===== src/rtl/uart_snd.sv =====
// uart_snd: transmit-side framer for the board-to-board UART link.
// Captures four nibbles on send_req and feeds them to the UART tx core as
// two bytes: {inH2,inL2} first, then {inH,inL}.
// Optional build macro UART_SND_CHK_EN: appends a third byte (b0 ^ b1)
// after a second gap; without it the START3/WAIT3 logic does not exist.
//
// Handshake: send_req is a request sampled only in IDLE (no queueing);
// tx_start is a one-cycle command to the tx core with din stable from the
// START cycle to the end of the matching WAIT; tx_done_tick is the core's
// one-cycle completion and is honoured only in a WAIT state.
module uart_snd #(
   parameter int GAP_CYCLES     = 16,
   parameter int TIMEOUT_CYCLES = 1_000_000
) (
   input  logic       clk,
   input  logic       rst,
   input  logic       send_req,
   input  logic [3:0] inH,
   input  logic [3:0] inL,
   input  logic [3:0] inH2,
   input  logic [3:0] inL2,
   input  logic       tx_done_tick,
   output logic       tx_start,
   output logic [7:0] din,
   output logic       busy,
   output logic       done_tick,
   output logic       err_tick,
   output logic [3:0] state_dbg
);

   localparam int GAP_MAX = (GAP_CYCLES > 1) ? GAP_CYCLES : 1;
   localparam int TO_MAX  = (TIMEOUT_CYCLES > 1) ? TIMEOUT_CYCLES : 1;
   localparam int GW      = $clog2(GAP_MAX) + 1;
   localparam int TW      = $clog2(TO_MAX) + 1;

   // Last counter value before leaving GAP / declaring a timeout.
   localparam logic [GW-1:0] GAP_LAST = (GAP_CYCLES > 0) ? GW'(GAP_CYCLES - 1) : '0;
   localparam logic [TW-1:0] TO_LAST  = (TIMEOUT_CYCLES > 0) ? TW'(TIMEOUT_CYCLES - 1) : '0;

   typedef enum logic [3:0] {
      S_IDLE   = 4'd0,
      S_START1 = 4'd1,
      S_WAIT1  = 4'd2,
      S_GAP    = 4'd3,
      S_START2 = 4'd4,
      S_WAIT2  = 4'd5,
      S_DONE   = 4'd6
`ifdef UART_SND_CHK_EN
      ,
      S_START3 = 4'd7,
      S_WAIT3  = 4'd8
`endif
   } state_t;

   state_t          state_q, state_d;
   logic [7:0]      b0_q, b0_d;
   logic [7:0]      b1_q, b1_d;
   logic [7:0]      din_q, din_d;
   logic [GW-1:0]   gap_cnt_q, gap_cnt_d;
   logic [TW-1:0]   to_cnt_q, to_cnt_d;
   logic            tx_start_q, tx_start_d;
   logic            busy_q, busy_d;
   logic            done_tick_q, done_tick_d;
   logic            err_tick_q, err_tick_d;
`ifdef UART_SND_CHK_EN
   // Set once the second gap (before the check byte) has been entered.
   logic            chk_phase_q, chk_phase_d;
`endif

   // Next-state and next-output logic; outputs are computed for the state
   // being entered so every output comes straight from a flop.
   always_comb begin
      state_d     = state_q;
      b0_d        = b0_q;
      b1_d        = b1_q;
      din_d       = din_q;
      gap_cnt_d   = gap_cnt_q;
      to_cnt_d    = to_cnt_q;
      tx_start_d  = 1'b0;
      done_tick_d = 1'b0;
      err_tick_d  = 1'b0;
`ifdef UART_SND_CHK_EN
      chk_phase_d = chk_phase_q;
`endif
      case (state_q)
         S_IDLE: begin
            if (send_req) begin
               b0_d       = {inH2, inL2};
               b1_d       = {inH, inL};
               din_d      = {inH2, inL2};
               tx_start_d = 1'b1;
               state_d    = S_START1;
`ifdef UART_SND_CHK_EN
               chk_phase_d = 1'b0;
`endif
            end
         end
         S_START1: begin
            state_d  = S_WAIT1;
            to_cnt_d = '0;
         end
         S_START2: begin
            state_d  = S_WAIT2;
            to_cnt_d = '0;
         end
`ifdef UART_SND_CHK_EN
         S_START3: begin
            state_d  = S_WAIT3;
            to_cnt_d = '0;
         end
`endif
         S_GAP: begin
            if (gap_cnt_q == GAP_LAST) begin
               tx_start_d = 1'b1;
`ifdef UART_SND_CHK_EN
               if (chk_phase_q) begin
                  state_d = S_START3;
                  din_d   = b0_q ^ b1_q;
               end else begin
                  state_d = S_START2;
                  din_d   = b1_q;
               end
`else
               state_d = S_START2;
               din_d   = b1_q;
`endif
            end else begin
               gap_cnt_d = gap_cnt_q + GW'(1);
            end
         end
         S_WAIT1, S_WAIT2
`ifdef UART_SND_CHK_EN
         , S_WAIT3
`endif
         : begin
            if (tx_done_tick) begin
               case (state_q)
                  S_WAIT1: begin
                     if (GAP_CYCLES == 0) begin
                        state_d    = S_START2;
                        din_d      = b1_q;
                        tx_start_d = 1'b1;
                     end else begin
                        state_d   = S_GAP;
                        gap_cnt_d = '0;
                     end
                  end
`ifdef UART_SND_CHK_EN
                  S_WAIT2: begin
                     chk_phase_d = 1'b1;
                     if (GAP_CYCLES == 0) begin
                        state_d    = S_START3;
                        din_d      = b0_q ^ b1_q;
                        tx_start_d = 1'b1;
                     end else begin
                        state_d   = S_GAP;
                        gap_cnt_d = '0;
                     end
                  end
`endif
                  default: begin
                     state_d     = S_DONE;
                     done_tick_d = 1'b1;
                  end
               endcase
            end else if ((TIMEOUT_CYCLES != 0) && (to_cnt_q == TO_LAST)) begin
               // Abort: no further bytes, back to IDLE with an error pulse.
               state_d    = S_IDLE;
               err_tick_d = 1'b1;
            end else begin
               to_cnt_d = to_cnt_q + TW'(1);
            end
         end
         S_DONE: begin
            state_d = S_IDLE;
         end
         default: begin
            state_d = S_IDLE;
         end
      endcase
      busy_d = (state_d != S_IDLE);
   end

   // State, captured bytes, counters and registered outputs.
   always_ff @(posedge clk or posedge rst) begin
      if (rst) begin
         state_q     <= S_IDLE;
         b0_q        <= 8'h00;
         b1_q        <= 8'h00;
         din_q       <= 8'h00;
         gap_cnt_q   <= '0;
         to_cnt_q    <= '0;
         tx_start_q  <= 1'b0;
         busy_q      <= 1'b0;
         done_tick_q <= 1'b0;
         err_tick_q  <= 1'b0;
`ifdef UART_SND_CHK_EN
         chk_phase_q <= 1'b0;
`endif
      end else begin
         state_q     <= state_d;
         b0_q        <= b0_d;
         b1_q        <= b1_d;
         din_q       <= din_d;
         gap_cnt_q   <= gap_cnt_d;
         to_cnt_q    <= to_cnt_d;
         tx_start_q  <= tx_start_d;
         busy_q      <= busy_d;
         done_tick_q <= done_tick_d;
         err_tick_q  <= err_tick_d;
`ifdef UART_SND_CHK_EN
         chk_phase_q <= chk_phase_d;
`endif
      end
   end

   assign tx_start  = tx_start_q;
   assign din       = din_q;
   assign busy      = busy_q;
   assign done_tick = done_tick_q;
   assign err_tick  = err_tick_q;
   assign state_dbg = state_q;

endmodule

===== config.mk =====
export PLATFORM = sky130hd
export DESIGN_NAME = uart_snd
export DESIGN_NICKNAME = d
export VERILOG_FILES = /design/src/rtl/uart_snd.sv
export SDC_FILE = /design/constraint.sdc
export NUM_CORES = 1
export LEC_CHECK = 0
export CAP_MARGIN = 20
export CORE_ASPECT_RATIO = 0.9
export CORE_UTILIZATION = 33
export DETAILED_ROUTE_END_ITERATION = 10
export PLACE_DENSITY = 0.57
export RECOVER_POWER = 50
export SLEW_MARGIN = 20
export SYNTH_ARGS = -nofsm -noshare
export SYNTH_HDL_FRONTEND = slang
export SYNTH_SLANG_ARGS = --single-unit

===== constraint.sdc =====
create_clock -name clk -period 4.7 [get_ports clk]
set_clock_uncertainty 0.1 [all_clocks]
set_input_delay 0.94 -clock clk [delete_from_list [all_inputs] [get_ports clk]]
set_output_delay 0.94 -clock clk [all_outputs]
set_load 0.02 [all_outputs]

==> summary.md, run 1 <==
| Metric | Value |
|---|---|
| RePlAce Congestion | 0.793 |
| H-tree depth | 2 |
| DPL Wire Length | 3840 µm |
| Core area | 0.00762 mm² |
| Wirelength, routed | 5490 µm |
| Seq/Total Area, Yosys | 47.9% |
| Setup tns final | 0 ns |
| Clock power frac | 22.8% |
| Global route total overflow | 0 |
| Sequential share of power | 47.3% |
| Antenna violations before repair | 0 |
| Die Y | 86.4 µm |
| Synth top area share | 47.9% |
| Routed Antenna Nets | 0 |
| Clock-pin slew on the worst setup and hold paths | 0.09 ns |
| Largest stage delay, worst path | 1.02 ns |
| Starting density of the core | 34.3% |
| Post-synth EDFFs | 0 |
| Ranking of synthesized cells by area | dfrtp_1 48%, mux2i_1 7.3%, nand2_1 4.5%, mux2_2 3.9%, o211ai_1 2.6% |
| Die W | 95.8 µm |
| IO Port Bufs | 35 |
| Vias per std cell | 5.36 |
| Syn_area_per_cell | 10.4 µm² |
| Synth Register Bits | 50 |
| Ports | 36 |
| Core Util, Final | 41.4% |
| CTS tree | yes |
| # resized after CTS | 0 |
| Synth Instances | 251 |
| Slowest-stage cell, CP | clkbuf_1 |
| Worst path bufs/invs | 3 |
| CTS sink count | 50 |
| # nets final | 306 |
| Clk_lat worst skew | 0.30 ns |
| Worst Hold Class | flip-flop to flip-flop |
| LEAKAGE | 1.33 nW |
| Inserted Diodes | 0 |
| Synth warn | 0 |
| Worst path top cell family by delay | buffers and inverters |
| Top FF cell, synth | dfrtp_1 |
| Final hold viol count | 0 |
| Row cnt | 30 |
| First-pass GRT wire length | 9290 µm |
| Layout Area Growth over Synthesis | 20.8% |
| Switching Share | 33.3% |
| Die area | 0.00828 mm² |
| Critical path cell sequence | dlygate4sd3_1, inv_1, clkbuf_1 |
| Final Max Slew Viols | 0 |
| Worst Path Arrival | 3.23 ns |
| Relative slew slack | 13.8% |
| Kind of critical path | primary input to asynchronous set/reset pin |
| Run status | finished, final reports clean |
| Crit path max fanout | 27 |
| Clk buf depth | 2 |
| Post-CTS Hold Fix Bufs | 0 |
| Post-CTS Setup Repair Bufs | 0 |
| Worst Tran Pin Value | 1.29 ns |
| Area leader, netlist | dfrtp_1 |
| Post-Syn Nets | 274 |
| Largest net degree at the start of global routing | 28 |
| Tcrit/Tclk final | 66.4% |
| Max-cap violation count | 0 |
| Startpoint Class | primary input |
| Period minus WS final | 3.12 ns |
| Sw Pwr | 0.466 mW |
| Initial drt markers | 148 |
| Vias in the first global route | 1,913 |
| Critical Path Sink Type | asynchronous set/reset pin |
| DR vias | 2,035 |
| Root Driver | clkbuf_8 |
| Yosys cell types | 50 |
| Post-synth ARST share | 100% |
| RSZ-0062 raised after global routing | no |
| Power density cells | 443 mW/mm² |
| Cell Int Power | 0.932 mW |
| Critical path required time | 4.81 ns |
| Layout cells sized above 1 | 8.80% |
| Avg WL per Cell | 14.4 µm |
| Synthesized area | 0.00261 mm² |
| Fmax | 320 MHz |
| GRT Total Usage | 14.2% |
| Comb power frac | 29.9% |
| Total CTS buffers | 5 |
| Worst VDD drop | 0.144 mV |
| Pre-antenna DRT Iters | 6 |
| Setup violations, final | 0 |
| DRC Markers | 0 |
## path summary, 6_finish.rpt
path	startpoint	endpoint	slack (ns)	cells past startpoint
max in group clk	tx_done_tick	to_cnt_q[19]	1.96	4
setup reg to reg	state_dbg[1]	to_cnt_q[19]	2.16	4
hold reg to reg	gap_cnt_q[4]	gap_cnt_q[4]	0.38	2
min in group asynchronous	rst	b1_q[2]	1.20	2
hold / removal	gap_cnt_q[4]	gap_cnt_q[4]	0.38	2
setup / recovery	rst	to_cnt_q[18]	1.58	3
## power by group through the flow
stage	registers (mW)	logic, mW	clock network (mW)
floorplan	0.689	0.235	0
global placement	0.666	0.415	0
detailed placement	0.672	0.421	0
CTS	0.663	0.422	0.329
global route	0.687	0.467	0.348
finish	0.661	0.418	0.319
## layout by cell type, fill, tap and decap left out, drive strengths merged, types with 2 or more instances in the layout
cell	n
a21oi	5
dfrtp	50
clkdlybuf4s50	32
mux2i	19
nor4	3
o21ai	14
nand2	31
or4	6
nand3b	2
clkbuf	7
a21o	2
o311ai	4
o41ai	4
nand2b	6
nand3	8
and2	4
mux2	9
a211o	3
and3	5
inv	7
o21bai	2
nand4	4
nor3	4
ha	3
and4	4
or3b	2
a22o	2
nor2	6
or4b	2
o211ai	9
o31ai	4
nor2b	2
dlygate4sd3	3
## routing by layer
metal	part of all wire, %	global-route usage, %	wire, µm	up-vias
li1	-	-	-	1006
met5	0	0	0	-
met2	43	21.4	2350	36
met1	53	21.1	2890	991
met3	4.0	2.98	220	2
met4	0.42	2.58	23	0
## cell type report
type | instances | area, µm²
multi-input combinational | 182 | 1280
timing repair buffer | 38 | 367
clock inverter | 3 | 48.8
clock buffer | 5 | 68.8
sequential | 50 | 1250
fill | 732 | 4460
inverter | 6 | 22.5
tap | 96 | 120
## synth_stat cells, drive strengths merged, types with 2 or more instances
| library cell | n |
|---|---|
| dfrtp | 50 |
| nand2 | 31 |
| mux2i | 19 |
| o21ai | 14 |
| mux2 | 9 |
| o211ai | 9 |
| nand3 | 8 |
| buf | 7 |
| clkbuf | 6 |
| inv | 6 |
| nand2b | 6 |
| nor2 | 6 |
| or4 | 6 |
| a21oi | 5 |
| and3 | 5 |
| and2 | 4 |
| and4 | 4 |
| nand4 | 4 |
| nor3 | 4 |
| o311ai | 4 |
| o31ai | 4 |
| o41ai | 4 |
| a211o | 3 |
| ha | 3 |
| nor4 | 3 |
| a21o | 2 |
| a22o | 2 |
| nand3b | 2 |
| nor2b | 2 |
| o21bai | 2 |
| or3b | 2 |
| or4b | 2 |
## cells by family (layout without fill, tap and decap cells)
group / Yosys count / after routing / share of synthesized area [%]
xor gates and xnor gates: 1 / 1 / 0.335
adders and majority gates: 3 / 3 / 1.44
and+or+nand+nor: 92 / 92 / 19.6
muxes: 28 / 28 / 11.2
other: 1 / 1 / 0.144
buffers and inverters: 19 / 52 / 3.40
AOI/OAI and AO/OA: 57 / 57 / 16.0
DFF: 50 / 50 / 47.9
## tightest hold or removal path, stage by stage (launching register included)
cell     delay, ns
dfrtp_1       0.35
nand2_1       0.05
o31ai_1       0.05
## stage by stage
stage | power [mW] | worst slack [ns] | hold WS, ns | cell area [µm²] | std cells
2_1_floorplan | 0.924 | 2.39 | 0.341 | 2610 | 251
3_3_place_gp | 1.08 | 1.76 | 0.360 | 3040 | 371
3_5_place_dp | 1.09 | 1.75 | 0.367 | 3040 | 371
4_1_cts | 1.41 | 2.00 | 0.387 | 3160 | 379
5_1_grt | 1.50 | 1.08 | 0.408 | 3160 | 380
6_report | 1.40 | 1.58 | 0.383 | 3160 | 380
## flip-flops by register name (all words and copies together) (netlist names)
register,flops
busy,1
b1_q,8
state_dbg,4
err_tick,1
din,8
tx_start,1
done_tick,1
to_cnt_q,21
gap_cnt_q,5
Note: power is estimated with default switching activity, not from simulation.
==> inputs of run 2 (changes only) <==
PLACE_DENSITY = 0.59   (was 0.57)
clock period = 2.6 ns   (was 4.7 ns; I/O delays follow)
==> summary.md, run 2 (same netlist as run 1, synthesis figures left out) <==
| Metric | Value |
|---|---|
| DP Area | 0.00309 mm² (was 0.00304 mm²) |
| Run status | finished, final reports clean (unchanged) |
| Relative slew slack | 15.8% (was 13.8%) |
| Layout Area Growth over Synthesis | 23.2% (was 20.8%) |
| Initial drt markers | 89 (was 148) |
| Critical R2R Capture | to_cnt_q[0] (was to_cnt_q[19]) |
| Tcrit/Tclk final | 91.3% |
| Vias per std cell | 5.20 (was 5.36) |
| Total chip power | 2.61 mW (was 1.40 mW) |
| DPL Wire Length | 3890 µm (was 3840 µm) |
| GRT Total Usage | 14.6% (was 14.2%) |
| Setup violations, final | 0 (unchanged) |
| Die area | 0.00828 mm² (unchanged) |
| Layout cells sized above 1 | 10.3% (was 8.80%) |
| Largest net degree at the start of global routing | 51 (was 28) |
| CTS tree | yes (unchanged) |
| Crit path from | to_cnt_q[10] (was rst) |
| R2r setup slk | 0.23 ns (was 2.16 ns) |
| Most frequent cells in the layout | 50 x dfrtp_1, 31 x nand2_1, 30 x clkdlybuf4s50_1 (was 50 x dfrtp_1, 32 x clkdlybuf4s50_1, 31 x nand2_1) |
| Power density cells | 812 mW/mm² (was 443 mW/mm²) |
| Worst Hold Class | flip-flop to flip-flop (unchanged) |
| Die Y | 86.4 µm (unchanged) |
| Worst hold path depth | 1 (was 2) |
| Core area | 0.00762 mm² (unchanged) |
| Number of flip-flops in the largest register | 21 (unchanged) |
| LEAKAGE | 1.38 nW (was 1.33 nW) |
| Ports | 36 (unchanged) |
| RSZ-0062 raised after global routing | no (unchanged) |
| Antenna violations before repair | 0 (unchanged) |
| Routed wl met3 | 322 µm (was 220 µm) |
| Post-CTS Setup Repair Bufs | 0 (unchanged) |
| WL met2 | 2390 µm (was 2350 µm) |
| Root Driver | clkbuf_8 (unchanged) |
| Period minus WS final | 2.37 ns |
| Worst Tran Pin Value | 1.26 ns (was 1.29 ns) |
| Clk buf depth | 2 (unchanged) |
| Clk_lat worst skew | 0.31 ns (was 0.30 ns) |
| Cells on worst reg2reg path | 4 (unchanged) |
| Critical path required time | 2.73 ns (was 4.81 ns) |
| Top Layer Used | met4 (unchanged) |
| Worst hold margin | 0.373 ns (was 0.383 ns) |
| Row cnt | 30 (unchanged) |
| # nets final | 312 (was 306) |
| Fmax | 421 MHz |
| Final Cell Area | 0.00322 mm² (was 0.00316 mm²) |
| Startpoint Class | flip-flop (was primary input) |
| Worst R2R Start | to_cnt_q[10] (was state_dbg[1]) |
| Die W | 95.8 µm (unchanged) |
| IO Port Bufs | 35 (unchanged) |
| Kind of critical path | flip-flop to flip-flop (was primary input to asynchronous set/reset pin) |
| Worst VDD drop | 0.271 mV (was 0.144 mV) |
| Total CTS buffers | 5 (unchanged) |
| Clock-pin slew on the worst setup and hold paths | 0.09 ns (about the same) |
| Avg WL per Cell | 14.3 µm (was 14.4 µm) |
| Starting density of the core | 34.3% (unchanged) |
| Commonest non-fill, non-tap cell in the layout | dfrtp_1 (unchanged) |
| Pre-antenna DRT Iters | 4 (was 6) |
| Critical Path Sink Type | flip-flop (was asynchronous set/reset pin) |
| Final hold viol count | 0 (unchanged) |
| Top reg by flops | to_cnt_q (unchanged) |
| Inserted Diodes | 0 (unchanged) |
| Met1 wire length | 2750 µm (was 2890 µm) |
| First-pass GRT wire length | 9320 µm (was 9290 µm) |
| DR vias | 2,009 (was 2,035) |
| Routed Antenna Nets | 0 (unchanged) |
| Setup tns final | 0 ns (unchanged) |
| Global route total overflow | 0 (unchanged) |
| Core Util, Final | 42.2% (was 41.4%) |
| Max-cap violation count | 0 (unchanged) |
| Wirelength, routed | 5520 µm (was 5490 µm) |
| Vias in the first global route | 1,931 (was 1,913) |
| # resized after CTS | 0 (unchanged) |
| H-tree depth | 2 (unchanged) |
| DRC Markers | 0 (unchanged) |
| Crit path max fanout | 10 (was 27) |
| Final Max Slew Viols | 0 (unchanged) |
| Post-CTS Hold Fix Bufs | 0 (unchanged) |
| RePlAce Congestion | 0.824 (was 0.793) |
| CP endpoint | to_cnt_q[0] (was to_cnt_q[18]) |
| Worst Path Arrival | 2.50 ns (was 3.23 ns) |
| CTS sink count | 50 (unchanged) |
run 2: changes by cell type in the layout (fill, tap and decap cells not counted), sizes merged:
| cell | change |
|---|---|
| buf | +5 |
| bufinv | +1 |
| clkbuf | +1 |
| clkdlybuf4s50 | -2 |
| clkinv | +2 |
| clkinvlp | -1 |
| dlygate4sd3 | +2 |
| inv | -2 |
run 2: through the flow:
stage	cells	worst slack, ns
final	386	0.227
after global routing	386	0.0894
after CTS	386	0.202
after detailed placement	378	0.250
after global placement	378	0.261
after floorplan	251	0.290
run 2: worst min-delay path by stage:
| stage | slack (ns) | startpoint | endpoint |
|---|---|---|---|
| after floorplan | 0.34 | to_cnt_q[20] | to_cnt_q[20] |
| after global placement | 0.36 | gap_cnt_q[4] | gap_cnt_q[4] |
| after detailed placement | 0.37 | gap_cnt_q[4] | gap_cnt_q[4] |
| after CTS | 0.38 | to_cnt_q[20] | to_cnt_q[20] |
| after global routing | 0.39 | to_cnt_q[20] | to_cnt_q[20] |
| final | 0.37 | to_cnt_q[20] | to_cnt_q[20] |
run 2: layout make-up:
| cell class | instances | area [µm²] |
|---|---|---|
| Fill cell | 743 | 4400 |
| Multi-Input combinational cell | 182 | 1280 |
| Sequential cell | 50 | 1250 |
| Timing Repair Buffer | 44 | 408 |
| Tap cell | 96 | 120 |
| Clock buffer | 5 | 68.8 |
| Clock inverter | 3 | 68.8 |
| Inverter | 6 | 22.5 |
run 2: per-layer routing:
metal  vias to the layer above  global-route usage [%]
li1                       1010                       -
met1                       951                    20.2
met2                        43                    22.8
met3                         5                    3.25
met4                         0                    4.48
met5                         -                       0
run 2: critical path: stages, from the launching register on:
cell	delay [ns]
dfrtp_1	0.42
or4b_1	0.50
or4_1	0.73
o21ai_4	0.33
mux2i_1	0.22
run 2: report_power, final:
| group | switching [mW] | internal (mW) |
|---|---|---|
| Clock | 0.264 | 0.385 |
| Combinational | 0.393 | 0.405 |
| Sequential | 0.166 | 1.00 |
| Total | 0.822 | 1.79 |
==> RTL edit (settings of run 1) <==
Take the reset off `b0_q`, `b1_q` and `din_q` and load them in a clocked block of their own.
--- a/src/rtl/uart_snd.sv
+++ b/src/rtl/uart_snd.sv
@@ -186,7 +186,4 @@
       if (rst) begin
          state_q     <= S_IDLE;
-         b0_q        <= 8'h00;
-         b1_q        <= 8'h00;
-         din_q       <= 8'h00;
          gap_cnt_q   <= '0;
          to_cnt_q    <= '0;
@@ -200,7 +197,4 @@
       end else begin
          state_q     <= state_d;
-         b0_q        <= b0_d;
-         b1_q        <= b1_d;
-         din_q       <= din_d;
          gap_cnt_q   <= gap_cnt_d;
          to_cnt_q    <= to_cnt_d;
@@ -215,4 +209,10 @@
    end
 
+   always_ff @(posedge clk) begin
+      b0_q  <= b0_d;
+      b1_q  <= b1_d;
+      din_q <= din_d;
+   end
+
    assign tx_start  = tx_start_q;
    assign din       = din_q;
Check against the original RTL: not equivalent (a bounded check fails within 4 cycles, from zero or initial values and one cycle with rst high).
==> RTL edit against run 1 <==
Setup slack improved by 110 ps; sequential cell count unchanged; routed wire length decreased by 3.0%; the flow now finishes with violations (max-capacitance violations, max-slew violations); clock power decreased by 6%; final cell count decreased by 4.5%; design area decreased by 3.4%; critical endpoint is now to_cnt_q[17]$_DFFE_PP0P_; area after synthesis decreased by 3.0%; total power decreased by 23%; core utilization increased by 0.57 points.
==> RTL edit: results (changes against run 1) <==
| Metric | Value |
|---|---|
| First-pass DRT Iterations | `4 (was 6)` |
| Fin nets | `292 (was 306)` |
| Failing checks | `max-capacitance violations, max-slew violations` |
| Placement Cell Area | `2950 um2 (was 3040 um2)` |
| Post-synthesis mux area share | `4.34% (was 11.2%)` |
| Worst-path maximum fanout | `8 (was 27)` |
| Largest net degree at the start of global routing | `35 (was 28)` |
| Slowest Stage Delay on Critical Path | `660 ps (was 1020 ps)` |
| All-Layer GR Usage | `14.4% (was 14.2%)` |
| Maximum vdd drop | `0.153 mV (was 0.144 mV)` |
| Internal Power | `757 uW (was 932 uW)` |
| First-pass GRT wire length | `9000 um (was 9290 um)` |
| GR met2 Demand/Resource | `21.3% (was 21.4%)` |
| Asr flop ratio synth | `68.0% (was 100%)` |
| Synth top area cells | `dfrtp_1 (34%), edfxtp_1 (19%), mux2_2 (3.6%), a21oi_1 (2.8%), o31ai_1 (2.7%) (was dfrtp_1 (48%), mux2i_1 (7.3%), nand2_1 (4.5%), mux2_2 (3.9%), o211ai_1 (2.6%))` |
| Slew Viols, Final | `35 (was 0)` |
| Post-Route WL | `5320 um (was 5490 um)` |
| Leakage power | `0.00112 uW (was 0.00133 uW)` |
| Synth top cells by count | `dfrtp_1 (34), edfxtp_1 (16), nor2_1 (16), a21oi_1 (14), nand2_1 (14) (was dfrtp_1 (50), nand2_1 (31), mux2i_1 (19), o21ai_0 (13))` |
| Sequential area share after synthesis | `52.5% (was 47.9%)` |
| Vias per Instance | `5.41 (was 5.36)` |
| Layout fillers | `733 (was 732)` |
| Post-DP HPWL | `3680 um (was 3840 um)` |
| Number of max-cap violations | `1 (was 0)` |
| Status | `complete, but fails checks (was finished clean)` |
RTL edit: cell count changes in the layout (fill, tap and decap cells not counted), moves of 9 or more:
cell,delta
mux2i_1,-17
nand2_1,-17
dfrtp_1,-16
edfxtp_1,+16
nor2_1,+10
a21oi_1,+9
RTL edit: power by group through the flow:
stage | combinational [uW] | sequential, uW | clock (uW)
floorplan | 151 | 558 | 0
detailed placement | 234 | 562 | 0
global route | 254 | 563 | 330
global placement | 231 | 561 | 0
finish | 228 | 553 | 301
CTS | 235 | 553 | 310
RTL edit: routing by layer:
| metal | share of wire (%) | wire length (um) |
|---|---|---|
| met5 | 0 | 0 |
| met4 | 1.0 | 55 |
| met3 | 4.6 | 243 |
| met2 | 45 | 2400 |
| met1 | 49 | 2620 |
RTL edit: worst paths after layout:
check                                   startpoint                        to  slack [ps]  cells after the start
max                                   tx_done_tick  to_cnt_q[17]$_DFFE_PP0P_        1690                      6
min                        to_cnt_q[5]$_DFFE_PP0P_   to_cnt_q[5]$_DFFE_PP0P_         410                      1
max reg2reg                 state_dbg[0]$_DFF_PP0_  to_cnt_q[17]$_DFFE_PP0P_        2070                      5
min reg2reg                to_cnt_q[5]$_DFFE_PP0P_   to_cnt_q[5]$_DFFE_PP0P_         410                      1
max in group asynchronous                      rst   to_cnt_q[4]$_DFFE_PP0P_        1810                      3
min in group asynchronous                      rst  to_cnt_q[16]$_DFFE_PP0P_        1620                      3
RTL edit: area by class of cell:
type / count / area, um2 / share of cell area (%)
Sequential cell: 50 / 1330 / 43.7
Clock inverter: 3 / 40.0 / 1.31
Inverter: 7 / 26.3 / 0.862
Multi-Input combinational cell: 168 / 1110 / 36.3
Clock buffer: 5 / 68.8 / 2.26
Timing Repair Buffer: 37 / 358 / 11.7
Tap cell: 93 / 116 / 3.82
